$ cat config.mk
export PLATFORM = sky130hd
export DESIGN_NAME = fetch_stage
export DESIGN_NICKNAME = d
export VERILOG_FILES = /design/src/rtl/fetch_stage.sv
export SDC_FILE = /design/constraint.sdc
export NUM_CORES = 1
export LEC_CHECK = 0
export ABC_AREA = 1
export BUFFER_PORTS_ARGS = -buffer_cell sky130_fd_sc_hd__buf_2
export CORE_ASPECT_RATIO = 0.9
export CORE_UTILIZATION = 40
export CTS_CLUSTER_DIAMETER = 150
export DETAILED_ROUTE_END_ITERATION = 12
export PLACE_DENSITY_LB_ADDON = 0.15
export SLEW_MARGIN = 25
export SYNTH_ARGS = -nofsm -noshare
export SYNTH_HDL_FRONTEND = slang
export SYNTH_SLANG_ARGS = --single-unit
$ cat constraint.sdc
create_clock -name CLK -period 1.77 [get_ports CLK]
set_input_delay 0.354 -clock CLK [delete_from_list [all_inputs] [get_ports CLK]]
set_output_delay 0.354 -clock CLK [all_outputs]
set_load 0.01 [all_outputs]
$ cat src/rtl/fetch_stage.sv
// Instruction-fetch stage: owns the PC, fetches over a req/ready handshake into a
// one-entry buffer feeding the F/D register, and applies decode-stage redirects.
module fetch_stage #(
  parameter int unsigned            ADDR_WIDTH  = 32,
  parameter int unsigned            INSTR_WIDTH = 32,
  parameter logic [ADDR_WIDTH-1:0]  RESET_PC    = '0
) (
  input  logic                   CLK,
  input  logic                   RST,
  input  logic                   StallF,
  input  logic                   PCSrcD,
  input  logic [ADDR_WIDTH-1:0]  PCBranchD,
  input  logic                   JumpD,
  input  logic [ADDR_WIDTH-1:0]  PCJumpD,
  output logic                   IMem_Req,
  output logic [ADDR_WIDTH-1:0]  IMem_Addr,
  input  logic                   IMem_Ready,
  input  logic [INSTR_WIDTH-1:0] IMem_RData,
  output logic [INSTR_WIDTH-1:0] InstrF,
  output logic [ADDR_WIDTH-1:0]  PCPlus4F,
  output logic                   ValidF,
  output logic                   FetchBusyF,
  output logic [ADDR_WIDTH-1:0]  PCF
);

  // Handshake: a transfer completes on any rising edge where IMem_Req && IMem_Ready;
  // IMem_Addr is held stable while IMem_Req=1 until that edge, and IMem_Ready is
  // ignored when IMem_Req=0. Ready may arrive in the same cycle as Req.

  typedef enum logic [1:0] {
    S_REQ   = 2'd0,
    S_DRAIN = 2'd1,
    S_HOLD  = 2'd2
  } state_t;

  state_t                   state_q, state_n;
  logic [ADDR_WIDTH-1:0]    pc_q, pc_n;
  logic [ADDR_WIDTH-1:0]    pend_q, pend_n;
  logic [INSTR_WIDTH-1:0]   instr_q, instr_n;
  logic [ADDR_WIDTH-1:0]    pcplus4_q, pcplus4_n;
  logic                     valid_q, valid_n;

  logic                     redirect;
  logic [ADDR_WIDTH-1:0]    target;
  logic [ADDR_WIDTH-1:0]    pc_inc;

  assign redirect = !StallF && (JumpD || PCSrcD);
  assign target   = JumpD ? PCJumpD : PCBranchD;
  assign pc_inc   = pc_q + ADDR_WIDTH'(4);

  always_ff @(posedge CLK or negedge RST) begin
    if (!RST) begin
      state_q   <= S_REQ;
      pc_q      <= RESET_PC;
      pend_q    <= '0;
      instr_q   <= '0;
      pcplus4_q <= '0;
      valid_q   <= 1'b0;
    end else begin
      state_q   <= state_n;
      pc_q      <= pc_n;
      pend_q    <= pend_n;
      instr_q   <= instr_n;
      pcplus4_q <= pcplus4_n;
      valid_q   <= valid_n;
    end
  end

  always_comb begin
    state_n   = state_q;
    pc_n      = pc_q;
    pend_n    = pend_q;
    instr_n   = instr_q;
    pcplus4_n = pcplus4_q;
    valid_n   = valid_q;
    case (state_q)
      S_REQ: begin
        if (IMem_Ready) begin
          if (redirect) begin
            pc_n = target;
          end else begin
            instr_n   = IMem_RData;
            pcplus4_n = pc_inc;
            valid_n   = 1'b1;
            pc_n      = pc_inc;
            state_n   = S_HOLD;
          end
        end else if (redirect) begin
          pend_n  = target;
          state_n = S_DRAIN;
        end
      end
      S_DRAIN: begin
        // The old request must complete before the redirected address can be issued.
        if (IMem_Ready) begin
          pc_n    = redirect ? target : pend_q;
          pend_n  = '0;
          state_n = S_REQ;
        end else if (redirect) begin
          pend_n = target;
        end
      end
      S_HOLD: begin
        if (!StallF) begin
          valid_n = 1'b0;
          state_n = S_REQ;
          if (redirect) pc_n = target;
        end
      end
      default: begin
        state_n = S_REQ;
        valid_n = 1'b0;
      end
    endcase
  end

  assign FetchBusyF = (state_q == S_REQ) || (state_q == S_DRAIN);
  assign IMem_Req   = RST && FetchBusyF;
  assign IMem_Addr  = pc_q;
  assign PCF        = pc_q;
  assign ValidF     = valid_q;
  assign InstrF     = valid_q ? instr_q : '0;
  assign PCPlus4F   = valid_q ? pcplus4_q : '0;

endmodule

### After elaboration in Yosys (flattened, before gate mapping)

Cells that the tools add are included.

* flip-flop bits (word level): 131
* output and inout port bits: 131
* input port bits: 102
* logic and storage cells: 55

* equality and inequality tests: 10
* reduce and logical (&&, ||, !) cells: 13
* $add $sub $neg: 1
* muxes and demuxes: 23
* bitwise operators: 2

Operators with widths (number)
* 32-bit 2-to-1 mux: 11
* 32-bit one-hot mux with 3 select lines: 1
* 32-bit one-hot mux with 2 select lines: 1
* 32-bit by 3-bit adder with 32-bit output (second input constant): 1
* 2-bit != test (second input constant): 6
* 2-bit 2-to-1 mux: 5
* 4-bit AND reduction: 2
* 3-bit != test (second input constant): 2
* 2-bit one-hot mux with 3 select lines: 1
* 5-bit AND reduction: 1
* 1-bit 2-to-1 mux: 3
* 1-bit one-hot mux with 3 select lines: 1
* 3-bit AND reduction: 1
* 3-bit nonzero test: 1
* 2-bit by 1-bit == test with 1-bit output (second input constant): 1
* 2-bit == test (second input constant): 1
* 1-bit logical AND: 2
* 2-bit zero test: 1
* 1-bit logical OR: 2
* 1-bit NOT: 2
* 2-bit AND reduction: 1
* 2-bit nonzero test: 1
* 1-bit zero test: 1

### Logic depth before layout (Yosys ltp)

* depth in word-level cells: 5
* gate-level depth with buffers: 13
* gate-level depth less buffers: 12

### Least setup slack after synthesis

Ideal clock, no wire load.

* path type: register to register
* from: register state_q[1]
* to: register pc_q[26], in the netlist IMem_Addr[26]
* arrival: 1.692 ns
* stages on the path, launching flop included: 14
* clock period less this slack: 1.809 ns
* required time: 1.654 ns
* path slack: -0.039 ns
* cell sequence: dfrtp_1 inv_1 ha_1 buf_4 nor2_4 inv_1 nand2_2 nand2_2 nor2_4 inv_2 buf_6 buf_6 nand2_1 nand2_1

* word-level cells in the longest chain between the ends: 3
* elaborated cells on any way between the ends: 10
* those cells by class: eq/ne (6); mux (1); reduce/logical (3)

RTL lines
* start: declaration: RTL line 36 `state_t state_q, state_n;`
* start signal: assignment: RTL line 60 `state_q <= state_n;`
* 2-bit == test, or another cell as far along: RTL line 76 `case (state_q)`
* 2-bit != test (no source line) / 3-bit nonzero test (equally long branches)
* 5-bit AND reduction (no source line)
* end signal: assignment: RTL line 61 `pc_q <= pc_n;`
* end: declaration: RTL line 37 `logic [ADDR_WIDTH-1:0] pc_q, pc_n;`

Parallel ways exist; a longest one is shown, timed or not.
A chain may end at the register's enable or synchronous reset.

### Worst setup path in the final report

* from: register state_q[0]
* to: output FetchBusyF

* word-level cells in the longest chain between the ends: 2
* elaborated cells on any way between the ends: 3
* those cells by class: eq/ne (1); reduce/logical (2)

RTL lines
* 2-bit by 1-bit == test with 1-bit output / 2-bit zero test (equally long branches): RTL line 117 `assign FetchBusyF = (state_q == S_REQ) || (state_q == S_DRAIN);`
* 1-bit logical OR (*): RTL line 117
* end: declaration: RTL line 22 `output logic FetchBusyF,`

Every way passes the cells marked *; elsewhere a longest branch is shown, timed or not.

==> results by group <==
Placement
  • RePlAce Congestion: 0.9046
  • IO buf count: 232
  • Post-DP HPWL: 18.14 mm

Worst setup path
  • Startpoint Class: flip-flop
  • WP data required: 1420 ps
  • CP cell instances: inv_2, ha_4, nor2_4, inv_2, buf_6
  • Top Family by Delay on Critical Path: flip-flops
  • RR Endpoint: IMem_Addr[20]$_DFFE_PN0P_
  • Worst reg2reg startpoint: state_q[0]$_DFFE_PN0P_
  • FF-to-FF path depth: 11
  • CP max FO: 4
  • CP peak stage delay: 430 ps
  • Worst setup EP type: primary output
  • Reg2Reg Setup Slack: 70 ps
  • Crit path buf inv count: 3
  • Critical path type: flip-flop to primary output
  • Slowest CP cell: dfrtp_1
  • Most frequent CP cell: inv_2
  • Worst path arrival time: 1450 ps

Route
  • WL/cell: 14.38 um
  • Antenna Violating Nets Remaining: 0
  • Pre-Repair DR Iteration Count: 5
  • Via/cell ratio: 4.763
  • WL final: 25.44 mm
  • Initial DRC count: 815
  • Via Count: 8,425
  • DRC violations left: 0

GRT
  • Antenna violations before repair: 0
  • First-pass GRT wire length: 40.70 mm
  • Vias in the first global route: 7,662
  • Total congestion overflow: 0
  • All-Layer GR Usage: 0.2408
  • Largest net degree at the start of global routing: 132

Clock tree
  • Clock buffer count from CTS: 17
  • CTS tree: done
  • CTS Sinks: 131
  • Clock root cell: clkbuf_16
  • Insertion delay to the later sink of the worst-skew pair: 420 ps
  • H-Tree Depth: 4
  • Post-CTS Hold Buffers: 0
  • CTS Buffer Depth: 2
  • Clock slew at reported path FFs: 60 ps

STA
  • Final Skew: 10.18 ps
  • Final WS setup: -37.31 ps
  • Final hold vios: 0
  • Slew margin rel.: 0.4842
  • Post-route clock period utilization: 1.021
  • Finish-stage setup viols: 2
  • Tmin final: 1807 ps
  • Hold_ws: 53.62 ps
  • RSZ-0062 raised after global routing: yes
  • Slew @ Worst Pin: 773.7 ps
  • Slew Viols, Final: 0
  • FMAX: 553.3 MHz

Die
  • Core area: 20,110 um^2
  • Die Span X: 153.4 um
  • I/O pins: 233
  • Die area: 21,200 um^2
  • Die height: 138.2 um
  • Cell row count: 49
  • Initial Util: 0.4102

Pwr
  • Internal power: 0.01109 W
  • PwrDens: 1778 nW/um^2
  • Overall power: 0.01940 W
  • Sequential power share: 0.275
  • Comb power frac: 0.524
  • LEAKAGE: 6.242 nW
  • Clock power share: 0.201
  • Worst vdd ir: 700.9 uV
  • Switching fraction of total power: 0.4283
  • Switching power: 0.008307 W

Logic synthesis
  • Post-synth EDFFs: 0
  • Synth area leaders: dfrtp_1, nand2_1, inv_1, o21ai_0, a21oi_1
  • Syn_nets: 1,379
  • Netlist cell types: 27
  • Sequential fraction of the synthesis area: 0.3974
  • Yosys reg bits: 131
  • Syn Inst Count: 1,273
  • Ys async rst share: 1.000
  • Synthesized cell area: 8249 um^2
  • Top FF cell, synth: dfrtp_1
  • Synth area leader: dfrtp_1
  • Area share of the largest cell type after synthesis: 0.3974
  • Syn. warnings: 0
  • Avg Cell Area, Syn: 6.480 um^2

Layout
  • Register area: 3282 um^2
  • Area occupied by multi-input gates: 4058 um^2
  • Commonest non-fill, non-tap cell in the layout: nand2_1
  • Final #Nets: 1,607
  • Share of cells above drive strength 1: 0.2589
  • Diodes inserted: 0
  • Commonest non-fill, non-tap cells in the layout: nand2_1, buf_2, dfrtp_1
  • Fill cell count: 2,035
  • Area growth syn-to-layout: 32.23%

Outcome
  • Failing checks: negative setup slack
  • Outcome: complete, but fails checks

Min path
  • Worst hold path type: primary input to async pin

Job
  • Max-cap violations: 0
final cells by class:
type,instances,area share
Tap cell,255,0.02925
Timing Repair inverter,1,0.0006882
Clock buffer,22,0.04347
Inverter,137,0.04783
Timing Repair Buffer,307,0.1896
Clock inverter,10,0.01629
Multi-Input combinational cell,906,0.3720
Sequential cell,131,0.3009
worst reg2reg max path, delay by kind of cell, from the launching register on:
| family | cells | cell delay (ps) |
|---|---|---|
| flip-flops | 1 | 430 |
| adder cells (fa/ha/maj) | 1 | 170 |
| AND/OR/NAND/NOR | 5 | 500 |
| AO/OA/AOI/OAI | 1 | 60 |
| buffers and inverters | 4 | 420 |
routing by layer:
| metal | part of all wire | global-route usage |
|---|---|---|
| met1 | 0.50 | 0.3599 |
| met2 | 0.43 | 0.3586 |
| met3 | 0.058 | 0.04577 |
| met4 | 0.013 | 0.05421 |
| met5 | 0 | 0 |
synthesized netlist by cell type, types with 5 or more instances:
cell	count
nand2_1	598
inv_1	133
dfrtp_1	131
o21ai_0	98
a21oi_1	76
clkbuf_1	43
nand3_1	42
nor2_1	38
buf_4	35
buf_2	13
xor2_1	10
o22ai_1	8
nor2_2	6
xnor2_1	5
metrics by stage:
step | setup TNS (ps) | instances | utilization | area, um^2 | worst slack, ps
6_report | -68.22 | 1769 | 0.5424 | 10910 | -37.31
3_3_place_gp | 0 | 1727 | 0.4893 | 9839 | 43.40
5_1_grt | -3077 | 1769 | 0.5424 | 10910 | -96.01
3_5_place_dp | 0 | 1727 | 0.4893 | 9839 | 4.459
2_1_floorplan | 0 | 1273 | - | 8254 | 35.35
4_1_cts | -83.44 | 1761 | 0.5251 | 10560 | -47.29
kinds of logic after synthesis:
| family | after synthesis | share of synthesized area |
|---|---|---|
| AO/OA/AOI/OAI | 187 | 0.1154 |
| XOR/XNOR | 15 | 0.01593 |
| adder cells (fa/ha/maj) | 4 | 0.006067 |
| buffers and inverters | 236 | 0.1289 |
| flip-flops | 131 | 0.3974 |
| AND/OR/NAND/NOR | 700 | 0.3363 |
flip-flops by register name, summed over array words and instances (netlist names):
name / flops
IMem_Addr: 32
instr_q: 32
pcplus4_q: 32
pend_q: 32
state_q: 2
ValidF: 1
what timing repair did:
action / 4_1_cts / 5_1_grt
setup buffers: 1 / 5
pin swaps: 2 / 4
endpoints found under the setup margin: 10 / 140
gates cloned: 1 / 3
resized for setup: 10 / 61
power by group through the flow:
| stage | clock network (W) | logic (W) | registers [W] |
|---|---|---|---|
| 2_1_floorplan | 0 | 0.00604 | 0.00530 |
| 3_3_place_gp | 0 | 0.00928 | 0.00527 |
| 3_5_place_dp | 0 | 0.00934 | 0.00532 |
| 4_1_cts | 0.00396 | 0.00957 | 0.00530 |
| 5_1_grt | 0.00408 | 0.0114 | 0.00551 |
| 6_report | 0.00389 | 0.0102 | 0.00533 |
how the worst max path moves through the flow:
stage                                 startpoint                         to  depth (start not counted)
after CTS                 state_q[0]$_DFFE_PN0P_                 FetchBusyF                          5
after global placement    state_q[1]$_DFFE_PN0P_   IMem_Addr[1]$_DFFE_PN0P_                          9
after global routing      state_q[0]$_DFFE_PN0P_                 FetchBusyF                          5
after detailed placement  state_q[1]$_DFFE_PN0P_   IMem_Addr[1]$_DFFE_PN0P_                          9
after floorplan           state_q[1]$_DFFE_PN0P_  IMem_Addr[26]$_DFFE_PN0P_                         13
final                     state_q[0]$_DFFE_PN0P_                 FetchBusyF                          5
Power figures use the tool's default switching activity.
